===== config.mk =====
export PLATFORM = sky130hd
export DESIGN_NAME = fb_reader
export DESIGN_NICKNAME = d
export VERILOG_FILES = /design/src/rtl/fb_reader.sv
export SDC_FILE = /design/constraint.sdc
export NUM_CORES = 1
export LEC_CHECK = 0
export CAP_MARGIN = 40
export CORE_AREA = 2 2 142 144
export CTS_CLUSTER_DIAMETER = 120
export DETAILED_ROUTE_END_ITERATION = 12
export DIE_AREA = 0 0 144 146
export PLACE_DENSITY = 0.6
export SYNTH_ARGS = -nofsm -noshare
export SYNTH_HDL_FRONTEND = slang
export SYNTH_SLANG_ARGS = --single-unit

===== constraint.sdc =====
create_clock -name clk -period 3.6 [get_ports clk]
set_input_delay 0.72 -clock clk [delete_from_list [all_inputs] [get_ports clk]]
set_output_delay 0.72 -clock clk [all_outputs]
set_load 0.05 [all_outputs]

===== src/rtl/fb_reader.sv =====
// Raster-order framebuffer reader: fetches RGB555 pixels from SRAM, buffers them in a
// first-word-fall-through FIFO, and yields the bus to the pixel writer on request.
module fb_reader #(
    parameter int H_RES      = 320,
    parameter int V_RES      = 240,
    parameter int RD_LAT     = 2,
    parameter int FIFO_DEPTH = 4
) (
    input  logic        clk,
    input  logic        rst,
    input  logic [15:0] dq,
    output logic [16:0] addr,
    output logic        oe_n,
    input  logic        wr_req,
    output logic        wr_gnt,
    output logic [15:0] pix_data,
    output logic [8:0]  pix_x,
    output logic [8:0]  pix_y,
    output logic        pix_sof,
    output logic        pix_valid,
    input  logic        pix_ready
);
    localparam int PTR_W = $clog2(FIFO_DEPTH);
    localparam int CNT_W = $clog2(FIFO_DEPTH + 1) + 1;
    localparam logic [8:0]       X_LAST  = 9'(H_RES - 1);
    localparam logic [8:0]       Y_LAST  = 9'(V_RES - 1);
    localparam logic [CNT_W-1:0] DEPTH_C = CNT_W'(FIFO_DEPTH);

    typedef enum logic [1:0] {FETCH, DRAIN, GRANT} state_t;

    typedef struct packed {
        logic [15:0] data;
        logic [8:0]  x;
        logic [8:0]  y;
        logic        sof;
    } pix_t;

    state_t           r_state;
    state_t           w_state_nxt;
    logic [8:0]       r_fx;
    logic [8:0]       r_fy;
    logic [16:0]      r_addr;
    logic             r_oe_n;
    logic             r_wr_gnt;
    logic [CNT_W-1:0] r_infl;
    logic [CNT_W-1:0] w_infl_nxt;
    logic [CNT_W-1:0] r_count;
    logic             w_issue;
    logic             w_push;
    logic             w_pop;

    logic             r_vld_p [RD_LAT];
    logic [8:0]       r_x_p   [RD_LAT];
    logic [8:0]       r_y_p   [RD_LAT];
    logic             r_sof_p [RD_LAT];

    pix_t             r_mem   [FIFO_DEPTH];
    logic [PTR_W-1:0] r_wr_ptr;
    logic [PTR_W-1:0] r_rd_ptr;
    pix_t             w_head;

    // A read is only launched when a FIFO slot is already reserved for its data.
    assign w_issue    = (r_state == FETCH) && !wr_req && ((r_count + r_infl) < DEPTH_C);
    assign w_push     = r_vld_p[RD_LAT-1];
    assign w_pop      = pix_valid && pix_ready;
    assign w_infl_nxt = r_infl + CNT_W'(w_issue) - CNT_W'(w_push);

    always_ff @(posedge clk) begin
        if (rst) begin
            r_state <= FETCH;
        end else begin
            r_state <= w_state_nxt;
        end
    end

    always_comb begin
        w_state_nxt = r_state;
        unique case (r_state)
            FETCH:   if (wr_req)          w_state_nxt = DRAIN;
            DRAIN:   if (r_infl == '0)    w_state_nxt = GRANT;
            GRANT:   if (!wr_req)         w_state_nxt = FETCH;
            default:                      w_state_nxt = FETCH;
        endcase
    end

    // Issue stage: scan counters, SRAM address/enable, grant.
    always_ff @(posedge clk) begin
        if (rst) begin
            r_fx     <= '0;
            r_fy     <= '0;
            r_addr   <= '0;
            r_oe_n   <= 1'b1;
            r_wr_gnt <= 1'b0;
            r_infl   <= '0;
        end else begin
            r_infl   <= w_infl_nxt;
            r_oe_n   <= (w_infl_nxt == '0);
            r_wr_gnt <= (w_state_nxt == GRANT);
            if (w_issue) begin
                r_addr <= {r_fy[7:0], r_fx};
                if (r_fx == X_LAST) begin
                    r_fx <= '0;
                    r_fy <= (r_fy == Y_LAST) ? '0 : r_fy + 9'd1;
                end else begin
                    r_fx <= r_fx + 9'd1;
                end
            end
        end
    end

    // Latency stage: coordinates ride alongside the outstanding read.
    always_ff @(posedge clk) begin
        if (rst) begin
            for (int i = 0; i < RD_LAT; i++) r_vld_p[i] <= 1'b0;
        end else begin
            r_vld_p[0] <= w_issue;
            for (int i = 1; i < RD_LAT; i++) r_vld_p[i] <= r_vld_p[i-1];
        end
    end

    always_ff @(posedge clk) begin
        r_x_p[0]   <= r_fx;
        r_y_p[0]   <= r_fy;
        r_sof_p[0] <= (r_fx == '0) && (r_fy == '0);
        for (int i = 1; i < RD_LAT; i++) begin
            r_x_p[i]   <= r_x_p[i-1];
            r_y_p[i]   <= r_y_p[i-1];
            r_sof_p[i] <= r_sof_p[i-1];
        end
    end

    // Capture stage: pixel FIFO.
    always_ff @(posedge clk) begin
        if (rst) begin
            r_wr_ptr <= '0;
            r_rd_ptr <= '0;
            r_count  <= '0;
        end else begin
            if (w_push) r_wr_ptr <= r_wr_ptr + 1'b1;
            if (w_pop)  r_rd_ptr <= r_rd_ptr + 1'b1;
            r_count <= r_count + CNT_W'(w_push) - CNT_W'(w_pop);
        end
    end

    always_ff @(posedge clk) begin
        if (w_push) begin
            r_mem[r_wr_ptr] <= {dq, r_x_p[RD_LAT-1], r_y_p[RD_LAT-1], r_sof_p[RD_LAT-1]};
        end
    end

    assign w_head    = r_mem[r_rd_ptr];
    assign pix_valid = (r_count != '0);
    assign pix_data  = pix_valid ? w_head.data : '0;
    assign pix_x     = pix_valid ? w_head.x    : '0;
    assign pix_y     = pix_valid ? w_head.y    : '0;
    assign pix_sof   = pix_valid && w_head.sof;

    assign addr   = r_addr;
    assign oe_n   = r_oe_n;
    assign wr_gnt = r_wr_gnt;

endmodule


# Yosys cells after proc, flatten, opt, wreduce, memory -nomap -nowiden
# Memories as Yosys holds them, arrays and structs flattened. A register that Yosys moved wholly into a read port is not among the register bits.
# Cells that the tools add are included.
[word_totals]
register_bits = 51
latchBits = 0
ramBits = 180
romBits = 0
in_bits = 20
out_inout_bits = 55
wordCells = 63
n_memories = 5
[op_classes]
add_sub_neg = 9
mul = 0
div_mod_pow = 0
order_cmp = 1
n_eq_ne = 5
n_shift = 0
muxes = 18
bitwise = 2
reduce_logical = 13
[mem_list]
columns = ["memory", "depth", "width", "read_ports", "rd_ports_with_merged_regs", "wr", "line_no", "text"]
rows = [
  ["r_mem", 4, 35, 1, 1, 1, "57", "pix_t r_mem [FIFO_DEPTH];"],
  ["r_x_p", 2, 9, 2, 0, 2, "53", "logic [8:0] r_x_p [RD_LAT];"],
  ["r_y_p", 2, 9, 2, 0, 2, "54", "logic [8:0] r_y_p [RD_LAT];"],
  ["r_sof_p", 2, 1, 2, 0, 2, "55", "logic r_sof_p [RD_LAT];"],
  ["r_vld_p", 2, 1, 2, 0, 2, "52", "logic r_vld_p [RD_LAT];"],
]
[op_table]
columns = ["op", "count"]
rows = [
  ["2-to-1 mux 9 bit", 4],
  ["adder 9 x 1 -> 9 bit (second input constant)", 2],
  ["logical NOT 9 bit", 2],
  ["2-to-1 mux 16 bit", 1],
  ["2-to-1 mux 2 bit", 5],
  ["== test 9 x 8 -> 1 bit (second input constant)", 1],
  ["== test 9 bit (second input constant)", 1],
  ["adder 4 x 1 -> 4 bit", 2],
  ["logical NOT 4 bit", 2],
  ["subtractor 4 x 1 -> 4 bit", 2],
  ["2-to-1 mux 1 bit", 7],
  ["case mux 2 bit (3 select lines)", 1],
  ["logical AND 1 bit", 5],
  ["adder 2 x 1 -> 2 bit (second input constant)", 2],
  ["adder 4 bit", 1],
  ["== test 2 bit (second input constant)", 2],
  ["< comparator 4 x 3 -> 1 bit (second input constant)", 1],
  ["nonzero test 4 bit", 1],
  ["== test 2 x 1 -> 1 bit (second input constant)", 1],
  ["logical NOT 2 bit", 1],
  ["bitwise OR 1 bit", 2],
  ["AND reduction 2 bit", 1],
  ["logical NOT 1 bit", 1],
]

# Depth between registers and ports, before layout
# Gate-level depths: netlist of the first run.
[depth]
ltp_word = 6
ltp_mapped = 14
ltp_nobuf = 13

# Worst setup path after synthesis of the first run
# No wires, ideal clock.
[synth_path]
kind = "register -> register"
from = "register r_infl[1]"
to = "register r_oe_n, in the netlist oe_n"
setup_time_ns = 0.092
t_arrival_ns = 2.826
t_required_ns = 3.508
setup_slack_ns = 0.682
stages_incl_launch_ff = 15
n_path_buf = 1
synth_period_minus_slack_ns = 2.918
cell_sequence = "dfxtp_1 > ha_1 > a31oi_1 > nand4b_4 > nand2_4 > inv_2 > buf_2 > ha_1 > inv_1 > ha_1 > inv_1 > fa_1 > xor2_1 > nor2_1 > nor4_1"
[synth_via]
elab_chain_cells = 6
[synth_rtl]
columns = ["element", "line_no", "text"]
rows = [
  ["start, declared", "45", "logic [CNT_W-1:0] r_infl;"],
  ["start signal, assigned", "96", "r_infl <= w_infl_nxt;"],
  ["adder 4 bit", "63", "assign w_issue = (r_state == FETCH) && !wr_req && ((r_count + r_infl) < DEPTH_C);"],
  ["< comparator 4 x 3 -> 1 bit", "63", ""],
  ["logical AND 1 bit", "63", ""],
  ["adder 4 x 1 -> 4 bit *", "66", "assign w_infl_nxt = r_infl + CNT_W'(w_issue) - CNT_W'(w_push);"],
  ["subtractor 4 x 1 -> 4 bit *", "66", ""],
  ["logical NOT 4 bit *", "97", "r_oe_n <= (w_infl_nxt == '0);"],
  ["end signal, assigned", "97", ""],
  ["end, declared", "43", "logic r_oe_n;"],
]
# Mark *: on every way between the ends. The rest lies on a longest branch, timed or not.
# A chain may end at the register's enable or synchronous reset.

==> results of run 1 <==
final cells by class:
type / count / area (um^2)
fillers: 1570 / 8690
flip-flops and latches: 233 / 6068
multi-input cells: 281 / 2404
repair buffers: 85 / 905.9
clock buffers: 28 / 646.9
well taps: 265 / 331.6
clock inverters: 16 / 198.9
inverters: 24 / 90.09
cells by family after synthesis:
logic type,Yosys count
AOI/OAI and AO/OA,56
adders and majority gates,22
xor gates and xnor gates,13
muxes,37
buffers and inverters,47
and+or+nand+nor,153
DFF,233
synth_stat cells (all sizes together), types with 3 or more instances:
cell type / instances
edfxtp: 140
dfxtp: 93
nand2: 45
nor2b: 42
mux4: 35
a21oi: 33
nor2: 28
inv: 24
ha: 20
clkbuf: 16
xnor2: 8
buf: 7
nand3: 7
o21ai: 7
a211oi: 4
and2: 4
nor4: 4
xor2: 4
a31oi: 3
and3: 3
nand2b: 3
nand4: 3
or4: 3
where the power goes:
group / internal, mW / switching, mW / leakage [nW]
clock: 1.58 / 0.998 / 0.410
combinational: 0.974 / 1.51 / 1.17
sequential: 2.96 / 0.119 / 2.13
total: 5.52 / 2.62 / 3.71
sequential cells by signal, indices dropped and copies added, names as in the netlist, named ones only:
name and count:
r_fx 9, oe_n 1, r_rd_ptr 2, r_vld_p 2, r_count 4, r_sof_p 2
r_state 2, r_wr_ptr 2, r_x_p 18, r_mem 140, addr 17, r_infl 4
r_fy 9, wr_gnt 1, r_y_p 18
metal layers:
| metal | GRT usage, % | share of wire, % | up-vias | routed length, um |
|---|---|---|---|---|
| met2 | 24.98 | 48 | 118 | 7435 |
| met3 | 2.830 | 5.0 | 34 | 775 |
| li1 | - | - | 2235 | - |
| met5 | 0 | 0 | - | 0 |
| met1 | 20.78 | 45 | 2352 | 7010 |
| met4 | 4.804 | 2.6 | 0 | 402 |
metrics by stage:
step	hold WS (ps)	power, mW	instance area [um^2]	worst slack (ps)
2_1_floorplan	309.6	4.871	8642	682.4
3_3_place_gp	312.0	5.623	9719	342.2
3_5_place_dp	312.1	5.676	9799	189.8
4_1_cts	326.8	8.271	10650	74.95
5_1_grt	332.4	8.514	10650	5.091
6_report	326.8	8.140	10650	156.1
cells in the final DEF, fill, tap and decap left out, types with 6 or more instances in the layout:
cell / synthesis / final
edfxtp_1: 140 / 140
dfxtp_1: 93 / 91
clkdlybuf4s50_1: 0 / 73
nand2_1: 44 / 44
nor2b_1: 42 / 42
mux4_2: 35 / 35
a21oi_1: 32 / 32
nor2_1: 28 / 28
clkbuf_16: 0 / 25
inv_1: 23 / 23
ha_1: 20 / 20
xnor2_1: 8 / 8
nand3_1: 7 / 7
o21ai_0: 7 / 7
buf_12: 0 / 7
clkinv_2: 0 / 6
final timing paths:
| check | startpoint | end | slack (ps) | cells past startpoint |
|---|---|---|---|---|
| min | r_x_p[0][6]$_DFF_P_ | r_x_p[0][15]$_DFF_P_ | 330 | 0 |
| min reg2reg | r_x_p[0][6]$_DFF_P_ | r_x_p[0][15]$_DFF_P_ | 330 | 0 |
| max | flop | pix_y[6] | 160 | 4 |
| max reg2reg | r_count[1]$_SDFF_PP0_ | oe_n$_SDFF_PP1_ | 540 | 13 |
critical path, stage by stage (launching register included):
cell	delay (ps)
dfxtp_2	590
buf_12	230
mux4_2	500
nor2b_1	140
clkdlybuf4s50_1	750
==> impl_metrics.py, run 1 <==
metrics = {
    "placement": {
        "routabilityCongestion": 0.7819,
        "placedCellCount": 888,
        "dpl.hpwl_um": 9584,
        "numPortBuffers": 74,
    },
    "finish": {
        "n_antenna_cell": 0,
        "utilization_pct": 55.06,
        "final_layout_size_suffix_gt1_share_pct": 15.89,
        "syn_to_final_growth_pct": 23.18,
        "stdcell_count": 932,
        "finalNetCount": 691,
    },
    "global_routing": {
        "grt_pass1_wl_um": 25330,
        "grt_max_degree": 38,
        "antenna_found_initial": 0,
        "grt.total_usage_pct": 15.28,
        "grt_pass1_vias": 4898,
        "grt.overflow.total": 0,
    },
    "setup_path": {
        "cp-start-kind": "flop",
        "critPathArrivalTime_ps": 2720,
        "cp.required_ps": 2880,
        "critical_path_class": "flop to output pin",
        "crit_fanout": 14,
        "worstSetupEndpointType": "output pin",
    },
    "timing": {
        "relSlewSlack_pct": 56.45,
        "finalCritPeriodShare_pct": 95.66,
        "worst_pin_slew_ps": 653.3,
        "setup_tns_ps": 0,
        "max_freq_mhz": 290.4,
        "rsz0062_at_grt": "false",
        "setup_viol": 0,
        "slew_viol_final": 0,
        "final.setup_skew_ps": 13.24,
        "final-hold-violation-count": 0,
        "period_minus_slack_ps": 3444,
    },
    "floorplanning": {
        "start_util_pct": 44.70,
        "placementRows": 51,
        "ios": 75,
        "die_area_mm2": 0.02102,
        "core_mm2": 0.01933,
        "die_x_um": 144,
        "dieHeight_um": 146,
    },
    "yosys": {
        "synth_fa_ha_area_share_pct": 3.359,
        "synth_top_area_cell": "edfxtp_1",
        "syn-mean-instance-area_um2": 15.40,
        "ys_types": 45,
        "ys_ff_latch": 233,
        "syn_area_mm2": 0.008642,
        "synth_top_family_by_area": "simple AND/OR/NAND/NOR gates",
        "syn-num-nets": 603,
        "synthesis.instances": 561,
        "synth_top_area_share_pct": 48.65,
        "synth_flop_cell": "edfxtp_1",
        "ys_warn_count": 0,
        "synth_compound_area_share_pct": 3.851,
        "synth_edf_count": 140,
        "synthXorXnorAreaFrac_pct": 1.477,
        "synthSimpleGateAreaFrac_pct": 9.642,
        "synth.area.mux_share_pct": 9.367,
        "synth_area_leaders": "edfxtp_1 (49%), dfxtp_1 (22%), mux4_2 (9.1%)",
        "synth_seq_area_share_pct": 70.19,
        "async_flop_share_pct": 0,
    },
    "drt": {
        "routed_wl_um": 15620,
        "via_per_inst": 5.085,
        "drt-initial-drc-count": 266,
        "drt_pass1_iterations": 4,
        "drtAntennaViolNets": 0,
        "vias": 4739,
        "drc": 0,
        "wl_per_cell_um": 16.76,
    },
    "clock_tree": {
        "clock-sinks": 233,
        "hold_buffers": 0,
        "cts_made_buffers": 24,
        "postCtsSetupRepairBufs": 0,
        "cts_buffer_depth": 3,
        "post_cts_resize_count": 0,
        "cts_tree": "built",
        "clock_latency_ps": 510,
        "cts-root-buf": "clkbuf_16",
        "path_clk_slew_ps": 60,
        "cts_htree_levels": 1,
    },
    "power": {
        "p_leak_nw": 3.707,
        "p_per_area_mw_per_mm2": 764.6,
        "ir_drop_v": 0.0004684,
    },
    "worst_hold_path": {
        "min_path_type": "flop to flop",
    },
    "flow_run": {
        "maxCapViolations": 0,
    },
    "run_status": {
        "status": "finished, final reports clean",
    },
}
Note: power is estimated with default switching activity, not from simulation.
==> inputs of run 2 (changes only) <==
--- a/config.mk
+++ b/config.mk
@@ -6,11 +6,11 @@
 export NUM_CORES = 1
 export LEC_CHECK = 0
 export CAP_MARGIN = 40
-export CORE_AREA = 2 2 142 144
+export CORE_AREA = 2 2 144 146
 export CTS_CLUSTER_DIAMETER = 120
 export DETAILED_ROUTE_END_ITERATION = 12
-export DIE_AREA = 0 0 144 146
-export PLACE_DENSITY = 0.6
+export DIE_AREA = 0 0 146 148
+export PLACE_DENSITY = 0.58
 export SYNTH_ARGS = -nofsm -noshare
 export SYNTH_HDL_FRONTEND = slang
 export SYNTH_SLANG_ARGS = --single-unit
==> impl_metrics.py, run 2 (synthesis results as in run 1) <==
metrics = {
    "finish": {
        "syn_to_final_growth_pct": 23.40,
        "largest_register_ffs": 140,
        "final_layout_size_suffix_gt1_share_pct": 15.55,
        "reg_top3": "r_mem (140), r_x_p (18), r_y_p (18)",
        "top_register": "r_mem",
        "finalNetCount": 693,
        "n_antenna_cell": 0,
        "final_cell_mix": "edfxtp_1 (140), dfxtp_1 (91), clkdlybuf4s50_1 (73), nand2_1 (44), nor2b_1 (42)",
        "layout_commonest_cell": "edfxtp_1",
    },
    "drt": {
        "drt-initial-drc-count": 212,
        "via_per_inst": 4.952,
        "vias": 4650,
        "drtAntennaViolNets": 0,
        "wl_per_cell_um": 16.67,
        "drc": 0,
        "route.met2.wl_um": 7342,
        "met1_length_um": 7232,
        "wl_met3_um": 813,
        "top_layer_used": "met4",
        "routed_wl_um": 15650,
        "drt_pass1_iterations": 4,
    },
    "floorplanning": {
        "die_x_um": 146,
        "die_area_mm2": 0.02161,
        "core_mm2": 0.02004,
        "dieHeight_um": 148,
        "start_util_pct": 43.13,
        "placementRows": 52,
        "ios": 75,
    },
    "clock_tree": {
        "cts_htree_levels": 1,
        "cts_tree": "built",
        "cts_made_buffers": 24,
        "path_clk_slew_ps": 60,
        "clock_latency_ps": 510,
        "cts-root-buf": "clkbuf_16",
        "cts_buffer_depth": 3,
        "hold_buffers": 0,
        "post_cts_resize_count": 0,
        "clock-sinks": 233,
        "postCtsSetupRepairBufs": 0,
    },
    "worst_hold_path": {
        "min_path_type": "flop to flop",
    },
    "power": {
        "p_per_area_mw_per_mm2": 756.3,
        "pwr-share-clk_pct": 31.3,
        "p_int_mw": 5.487,
        "ir_drop_v": 0.0003692,
        "swShare_pct": 31.96,
        "netSwitchingPower_mw": 2.578,
        "p_total_mw": 8.065,
        "seq_power_share_pct": 37.9,
        "pwr-share-comb_pct": 30.8,
        "p_leak_nw": 3.728,
    },
    "global_routing": {
        "antenna_found_initial": 0,
        "grt_pass1_vias": 4726,
        "grt.overflow.total": 0,
        "grt.total_usage_pct": 14.79,
        "grt_pass1_wl_um": 25490,
        "grt_max_degree": 50,
    },
    "timing": {
        "rsz0062_at_grt": "false",
        "period_minus_slack_ps": 3321,
        "slew_viol_final": 0,
        "finalCritPeriodShare_pct": 92.25,
        "relSlewSlack_pct": 59.25,
        "final-hold-violation-count": 0,
        "worst_pin_slew_ps": 611.3,
        "setup_viol": 0,
        "max_freq_mhz": 301.1,
        "setup_tns_ps": 0,
        "final.setup_skew_ps": 17.62,
    },
    "placement": {
        "dpl.hpwl_um": 9824,
        "numPortBuffers": 74,
        "routabilityCongestion": 0.7812,
    },
    "run_status": {
        "status": "finished, final reports clean",
    },
    "setup_path": {
        "critical_path_class": "flop to output pin",
        "crit_fanout": 24,
        "cp.required_ps": 2880,
        "worstSetupEndpointType": "output pin",
        "cp-start-kind": "flop",
        "critPathArrivalTime_ps": 2600,
    },
    "flow_run": {
        "maxCapViolations": 0,
    },
}
-- run 2: worst max-delay path: stages, from the launching register on --
cell	delay, ps
dfxtp_1	310
inv_1	70
ha_1	130
nor3b_2	420
buf_4	360
nor2b_1	80
clkdlybuf4s50_1	710
-- run 2: path summary, 6_finish.rpt --
kind | from | endpoint | slack [ps] | depth (start not counted)
max | r_count[2]$_SDFF_PP0_ | pix_data[12] | 280 | 6
min | r_x_p[0][4]$_DFF_P_ | r_x_p[0][13]$_DFF_P_ | 320 | 0
max reg2reg | r_count[1]$_SDFF_PP0_ | oe_n$_SDFF_PP1_ | 540 | 13
min reg2reg | r_x_p[0][4]$_DFF_P_ | r_x_p[0][13]$_DFF_P_ | 320 | 0
-- run 2: cell type report --
cell class	count	area, um^2
Fill cell	1675	9375
Sequential cell	233	6068
Multi-Input combinational cell	281	2404
Timing Repair Buffer	87	930.9
Clock buffer	35	734.5
Tap cell	270	337.8
Clock inverter	9	98.84
Inverter	24	90.09
-- run 2: power groups by stage --
stage | logic, mW | clock network [mW] | registers, mW
after floorplan | 1.76 | 0 | 3.11
after CTS | 2.54 | 2.59 | 3.06
after detailed placement | 2.53 | 0 | 3.11
after global routing | 2.67 | 2.70 | 3.07
after global placement | 2.50 | 0 | 3.11
final | 2.49 | 2.52 | 3.05
-- run 2: metrics by stage --
step           cell area, um^2  util (%)  worst slack, ps  hold slack, ps  instances
3_5_place_dp              9831     49.06            195.9           312.1        895
6_report                 10660     53.22            279.0           324.7        939
5_1_grt                  10660     53.22            64.89           336.8        939
2_1_floorplan             8642         -            682.4           309.6        561
4_1_cts                  10660     53.22            201.7           325.7        939
3_3_place_gp              9708     48.45            333.7           313.2        890
-- run 2: metal layers --
| layer | vias up | global-route usage (%) |
|---|---|---|
| li1 | 2245 | - |
| met1 | 2274 | 20.39 |
| met2 | 109 | 24.17 |
| met3 | 22 | 2.716 |
| met4 | 0 | 4.417 |
| met5 | - | 0 |
